### config.mk
export PLATFORM = sky130hd
export DESIGN_NAME = temporizador_compartilhado_flat
export DESIGN_NICKNAME = d
export VERILOG_FILES = /design/src/rtl/temporizador_compartilhado_pkg.sv /design/src/rtl/temporizador_compartilhado_if.sv /design/src/rtl/temporizador_compartilhado_divisor_tick.sv /design/src/rtl/temporizador_compartilhado.sv /design/src/flat_wrapper.sv
export SDC_FILE = /design/constraint.sdc
export NUM_CORES = 1
export LEC_CHECK = 0
export BUFFER_PORTS_ARGS = -buffer_cell sky130_fd_sc_hd__clkbuf_2
export CAP_MARGIN = 40
export CORE_UTILIZATION = 25
export CTS_BUF_LIST = sky130_fd_sc_hd__clkbuf_2 sky130_fd_sc_hd__clkbuf_4 sky130_fd_sc_hd__clkbuf_8
export DETAILED_ROUTE_END_ITERATION = 6
export RECOVER_POWER = 100
export SLEW_MARGIN = 0
export SYNTH_ARGS = -nofsm -noshare
export SYNTH_HDL_FRONTEND = slang
export SYNTH_HIERARCHICAL = 1
export SYNTH_SLANG_ARGS = --single-unit
### constraint.sdc
create_clock -name clk -period 4.1 [get_ports clk]
set_input_delay 0.205 -clock clk [delete_from_list [all_inputs] [get_ports clk]]
set_output_delay 0.205 -clock clk [all_outputs]
set_load 0.02 [all_outputs]
### src/rtl/temporizador_compartilhado_pkg.sv
// Shared timer package: FSM states, default prescaler divisor and the round-robin pick.
package temporizador_compartilhado_pkg;

    typedef enum logic [1:0] {OCIOSO, CARGA, CONTANDO, FIM} estado_t;

    localparam int DIVISOR_DEF = 50_000_000;
    localparam int MAX_REQ     = 8;

    // First set bit at or above ptr, wrapping inside the n active channels.
    function automatic logic [2:0] rr_pick(input logic [MAX_REQ-1:0] req,
                                           input logic [2:0] ptr, input int n);
        logic [2:0] sel;
        logic       found;
        int         j;
        sel   = ptr;
        found = 1'b0;
        for (int i = 0; i < MAX_REQ; i++) begin
            j = (int'(ptr) + i) % n;
            if (i < n && !found && req[j]) begin
                sel   = 3'(j);
                found = 1'b1;
            end
        end
        return sel;
    endfunction

endpackage

### src/rtl/temporizador_compartilhado_if.sv
// Requester-side bus of the shared timer; TEMPORIZADOR_PAUSA_EN adds the pausa line.
interface temporizador_compartilhado_if #(
    parameter int N_REQ = 4,
    parameter int DUR_W = 8
);
    logic [N_REQ-1:0]       req;
    logic [N_REQ*DUR_W-1:0] duracao;
    logic [N_REQ-1:0]       grant;
    logic [N_REQ-1:0]       fim;
    logic                   ocupado;
    logic                   tempo;
    logic [DUR_W-1:0]       restante;
`ifdef TEMPORIZADOR_PAUSA_EN
    logic                   pausa;

    modport master (output req, duracao, pausa,
                    input  grant, fim, ocupado, tempo, restante);
    modport slave  (input  req, duracao, pausa,
                    output grant, fim, ocupado, tempo, restante);
`else
    modport master (output req, duracao,
                    input  grant, fim, ocupado, tempo, restante);
    modport slave  (input  req, duracao,
                    output grant, fim, ocupado, tempo, restante);
`endif
endinterface

### src/rtl/temporizador_compartilhado_divisor_tick.sv
// Tick prescaler: counts 0..DIVISOR-1 while enabled, tempo on the last count.
module divisor_tick #(
    parameter int DIVISOR = 4
) (
    input  logic clk,
    input  logic reset_n,
    input  logic clr,
    input  logic en,
    output logic tempo
);
    localparam int            CW   = $clog2(DIVISOR);
    localparam logic [CW-1:0] LAST = CW'(DIVISOR - 1);

    logic [CW-1:0] cnt;

    always_ff @(posedge clk) begin
        if (!reset_n || clr)
            cnt <= '0;
        else if (en)
            cnt <= (cnt == LAST) ? '0 : cnt + 1'b1;
    end

    assign tempo = en && (cnt == LAST);

endmodule

### src/rtl/temporizador_compartilhado.sv
// Round-robin arbiter sharing one tick-based countdown among N_REQ requesters.
// Optional TEMPORIZADOR_PAUSA_EN: pausa freezes counting while in CONTANDO.
module temporizador_compartilhado
    import temporizador_compartilhado_pkg::*;
#(
    parameter int DIVISOR = DIVISOR_DEF,
    parameter int N_REQ   = 4,
    parameter int DUR_W   = 8
) (
    input  logic                        clk,
    input  logic                        reset_n,
    temporizador_compartilhado_if.slave bus
);
    estado_t          estado, estado_n;
    logic [2:0]       idx, idx_n, ptr, ptr_n, prox;
    logic [DUR_W-1:0] rest, rest_n, dur_sel;
    logic [N_REQ-1:0] fim_q, fim_n;
    logic             tick, conta, pausa, req_dono, dono_ativo;

`ifdef TEMPORIZADOR_PAUSA_EN
    assign pausa = bus.pausa;
`else
    assign pausa = 1'b0;
`endif

    assign conta      = (estado == CONTANDO) && !pausa;
    assign req_dono   = bus.req[idx];
    assign dur_sel    = bus.duracao[idx*DUR_W +: DUR_W];
    assign prox       = (idx == 3'(N_REQ - 1)) ? 3'd0 : idx + 3'd1;
    assign dono_ativo = (estado == CARGA) || (estado == CONTANDO);

    divisor_tick #(.DIVISOR(DIVISOR)) u_div (
        .clk     (clk),
        .reset_n (reset_n),
        .clr     (estado != CONTANDO),
        .en      (conta),
        .tempo   (tick)
    );

    always_ff @(posedge clk) begin
        if (!reset_n) estado <= OCIOSO;
        else          estado <= estado_n;
    end

    always_comb begin
        estado_n = estado;
        idx_n    = idx;
        ptr_n    = ptr;
        rest_n   = rest;
        fim_n    = '0;
        case (estado)
            OCIOSO: if (|bus.req) begin
                idx_n    = rr_pick(MAX_REQ'(bus.req), ptr, N_REQ);
                estado_n = CARGA;
            end
            CARGA: if (!req_dono) begin
                estado_n = OCIOSO;
                rest_n   = '0;
                ptr_n    = prox;
            end else begin
                rest_n   = dur_sel;
                estado_n = (dur_sel == '0) ? FIM : CONTANDO;
            end
            // Abandon wins over a coincident tick.
            CONTANDO: if (!req_dono) begin
                estado_n = OCIOSO;
                rest_n   = '0;
                ptr_n    = prox;
            end else if (tick && rest != '0) begin
                rest_n = rest - 1'b1;
                if (rest == DUR_W'(1)) estado_n = FIM;
            end
            FIM: begin
                fim_n    = N_REQ'(1) << idx;
                ptr_n    = prox;
                estado_n = OCIOSO;
            end
            default: estado_n = OCIOSO;
        endcase
    end

    always_ff @(posedge clk) begin
        if (!reset_n) begin
            idx   <= '0;
            ptr   <= '0;
            rest  <= '0;
            fim_q <= '0;
        end else begin
            idx   <= idx_n;
            ptr   <= ptr_n;
            rest  <= rest_n;
            fim_q <= fim_n;
        end
    end

    assign bus.grant    = dono_ativo ? (N_REQ'(1) << idx) : '0;
    assign bus.fim      = fim_q;
    assign bus.ocupado  = (estado != OCIOSO);
    assign bus.tempo    = tick;
    assign bus.restante = rest;

endmodule
### src/flat_wrapper.sv
// flat-port wrapper written by rule: the top's interface ports become plain ports
module temporizador_compartilhado_flat import temporizador_compartilhado_pkg::*;
#(
    parameter int DIVISOR = DIVISOR_DEF,
    parameter int N_REQ   = 4,
    parameter int DUR_W   = 8
)
  (clk, reset_n, bus_req, bus_duracao, bus_grant, bus_fim, bus_ocupado, bus_tempo, bus_restante);
  temporizador_compartilhado_if #(.N_REQ(N_REQ), .DUR_W(DUR_W)) bus_i ();
  input  logic clk;
  input  logic reset_n;
  input wire logic [$bits(bus_i.req)-1:0] bus_req;
  input wire logic [$bits(bus_i.duracao)-1:0] bus_duracao;
  output wire logic [$bits(bus_i.grant)-1:0] bus_grant;
  output wire logic [$bits(bus_i.fim)-1:0] bus_fim;
  output wire logic [$bits(bus_i.ocupado)-1:0] bus_ocupado;
  output wire logic [$bits(bus_i.tempo)-1:0] bus_tempo;
  output wire logic [$bits(bus_i.restante)-1:0] bus_restante;
  assign bus_i.req = bus_req;
  assign bus_i.duracao = bus_duracao;
  assign bus_grant = bus_i.grant;
  assign bus_fim = bus_i.fim;
  assign bus_ocupado = bus_i.ocupado;
  assign bus_tempo = bus_i.tempo;
  assign bus_restante = bus_i.restante;
  temporizador_compartilhado #(.DIVISOR(DIVISOR), .N_REQ(N_REQ), .DUR_W(DUR_W)) u_core (.clk(clk), .reset_n(reset_n), .bus(bus_i));
endmodule
==> results.cfg <==
[run_status]
status = complete, no violations

[route]
firstDrtPassIters = 4
wl_met2_um = 3520
wl_um = 7310
m1WireLength_um = 3290
drc_errors = 0
drtIter0Drc = 117
wire_per_inst_um = 14.1
top_layer = met4
vias = 2707
vias_per_cell = 5.22
met3_length_um = 400
ant_nets = 0

[power_and_ir_drop]
power.switching_mw = 0.379
p_comb_frac = 0.265
p_clk_frac = 0.304
switching_share = 0.331
p_seq_frac = 0.431
ir_drop_v = 0.000167
p_per_area_nw_per_um2 = 349
p_leak_nw = 1.13
intPower_mw = 0.769

[synthesis]
synth_ff_type = dfxtp_1
ys_ff_latch = 45
yosys_warnings = 6
syn-num-nets = 378
synth_edf_count = 0
ys_seq_area_frac = 0.320
syn_area_per_cell_um2 = 8.58
synth_common_cells = dfxtp_1, nand2_1, nor2_1
synth.area.top_cells = dfxtp_1, ha_1, mux4_1
yosys.area.top_type = dfxtp_1
synth_most_common_cell = dfxtp_1
netlist_area_um2 = 2810
syn-instance-count = 328
ys_types = 55
async_reset_ff_frac = 0
synth_top_cell_area_share = 0.320

[sta]
slew_violations = 0
rsz0062_at_grt = false
fmax_mhz = 308
setup_violations = 0
worst_pin_slew_ns = 1.24
setup_tns_ns = 0
min_period_ns = 3.24
clock_skew_ns = 0.0114
fin_crit_sh = 0.791
final_hold_viol_count = 0
slew_headroom = 0.166

[clock_tree]
insertion_delay_ns = 0.30
postCtsHoldBufs = 0
cts_tree = done
clock_sinks = 45
cts_root_buf = clkbuf_8
htree_num_levels = 2
cts_setup_buffers = 0
cts_buffers = 5
cts_buffer_depth = 2
clk_pin_slew_ns = 0.10
ctsResizeCount = 0

[worst_setup_path]
path_class = reg -> reg
critical_path_required_ns = 4.30
cpPeakStageDelay_ns = 0.66
cp.buffers_inverters = 1
arrival_ns = 3.44
cp_top_family = simple AND/OR/NAND/NOR gates
path_max_fanout = 16
cpMaxStageDelayCell = nor4_1
crit_chain = inv_1 > ha_1 > nand3_1 > or2_2 > nor4_1 > a21boi_0 > o21ai_0 > a221oi_1 > nor2_1
worstSetupEndpointType = flop
start_kind = flop

[final_layout]
antenna_cells = 0
syn_to_final_growth_pct = 16.9
drive_above_1_share = 0.140
stdcell_area_um2 = 3290
num-nets-final = 428
multi_input_area_um2 = 1790
seq_area_um2 = 901
fillers = 1140

[placed_design]
routabilityCongestion = 0.824
dp.final_hpwl_um = 5480
placed_area_um2 = 3230
io_buffers = 55

[floorplanning]
core_area_um2 = 10900
die-area_um2 = 11700
die_h_um = 108
initial_utilization = 0.258
dieWidth_um = 108
pin_count = 56
num_rows = 38

[job]
max_cap_viol_count = 0

[global_route]
grt_pass1_wl_um = 11900
gr-total-overflow = 0
grt_max_degree = 26
grt_use_total = 0.128
antenna_found_initial = 0
grt_pass1_vias = 2533

[min_path]
hold_path_class = in -> reg
==> state kept, by name, summed over array words and instances, names as in the netlist <==
signal,flops
u_core/u_div/cnt,26
u_core/bus.restante,8
u_core/bus.fim,4
u_core/idx,3
u_core/estado,2
u_core/ptr,2
==> layer usage <==
metal  vias up  global-route usage
met5         -                   0
met4         0              0.0470
met3        11              0.0265
met2        97               0.219
met1      1270               0.157
li1       1329                   -
==> metrics by stage <==
stage	power [mW]	util	std cells	hold slack, ns	setup WS [ns]
2_1_floorplan	0.720	-	328	0.345	1.15
3_3_place_gp	0.809	0.295	510	0.456	1.20
6_report	1.15	0.302	519	0.394	0.857
3_5_place_dp	0.813	0.297	511	0.469	0.990
4_1_cts	1.16	0.307	519	0.389	0.977
5_1_grt	1.20	0.302	519	0.423	0.633
==> worst register-to-register path, stage by stage, from the launching register on <==
cell and delay, ns:
dfxtp_1 0.35, inv_1 0.12, ha_1 0.52, nand3_1 0.14
or2_2 0.33, nor4_1 0.66, a21boi_0 0.32, o21ai_0 0.30
a221oi_1 0.30, nor2_1 0.08
==> kinds of logic (layout without fill, tap and decap cells) <==
| group | Yosys count | after routing | share of synthesized area |
|---|---|---|---|
| AO/OA/AOI/OAI | 73 | 73 | 0.173 |
| multiplexers | 13 | 13 | 0.0929 |
| AND/OR/NAND/NOR | 146 | 146 | 0.281 |
| flip-flops | 45 | 45 | 0.320 |
| adder cells (fa/ha/maj) | 12 | 12 | 0.0534 |
| buffers and inverters | 26 | 77 | 0.0396 |
| XOR/XNOR | 13 | 13 | 0.0405 |
==> cell type report <==
| type | count | area share |
|---|---|---|
| Multi-Input combinational cell | 257 | 0.545 |
| Sequential cell | 45 | 0.274 |
| Timing Repair Buffer | 56 | 0.0780 |
| Tap cell | 140 | 0.0533 |
| Clock buffer | 5 | 0.0209 |
| Inverter | 13 | 0.0148 |
| Clock inverter | 3 | 0.0141 |
==> worst paths after layout <==
| check | startpoint | end | slack [ns] | cells after the start |
|---|---|---|---|---|
| min reg2reg | u_core/u_div/cnt[22]$_SDFFE_PP0P_ | u_core/u_div/cnt[22]$_SDFFE_PP0P_ | 0.49 | 2 |
| min | bus_req[1] | u_core/idx[1]$_SDFFE_PN0P_ | 0.39 | 5 |
| max reg2reg | u_core/estado[0]$_SDFFE_PN0P_ | u_core/bus.restante[5]$_SDFFE_PN0P_ | 0.86 | 9 |
| max | u_core/estado[0]$_SDFFE_PN0P_ | u_core/bus.restante[5]$_SDFFE_PN0P_ | 0.86 | 9 |
==> cell usage in the layout (no fill, tap or decap), types with 2 or more instances in the layout <==
cell type / n
nand2_1: 34
nand4_1: 8
or3_1: 7
mux4_2: 4
a32oi_1: 2
xnor2_1: 5
nor2_1: 22
nor3_1: 4
nor3b_1: 5
o22ai_1: 4
a32o_1: 4
nor2b_1: 7
mux4_1: 5
and3_1: 8
ha_1: 12
clkbuf_2: 37
dfxtp_1: 45
inv_1: 13
xor2_1: 8
a21oi_1: 22
and2_1: 5
clkbuf_8: 5
nand3_1: 17
nor4_1: 5
or4_1: 7
o31ai_1: 7
and4_1: 5
mux2i_1: 4
nand2b_1: 4
clkbuf_1: 19
o21a_1: 2
a21boi_0: 2
o21ai_0: 16
==> power groups by stage <==
stage	sequential [mW]	combinational [mW]	clock, mW
detailed placement	0.505	0.308	0
global route	0.499	0.333	0.372
floorplan	0.502	0.218	0
finish	0.495	0.304	0.349
CTS	0.495	0.310	0.359
global placement	0.503	0.306	0
No activity file was read; power rests on OpenSTA's default activity.
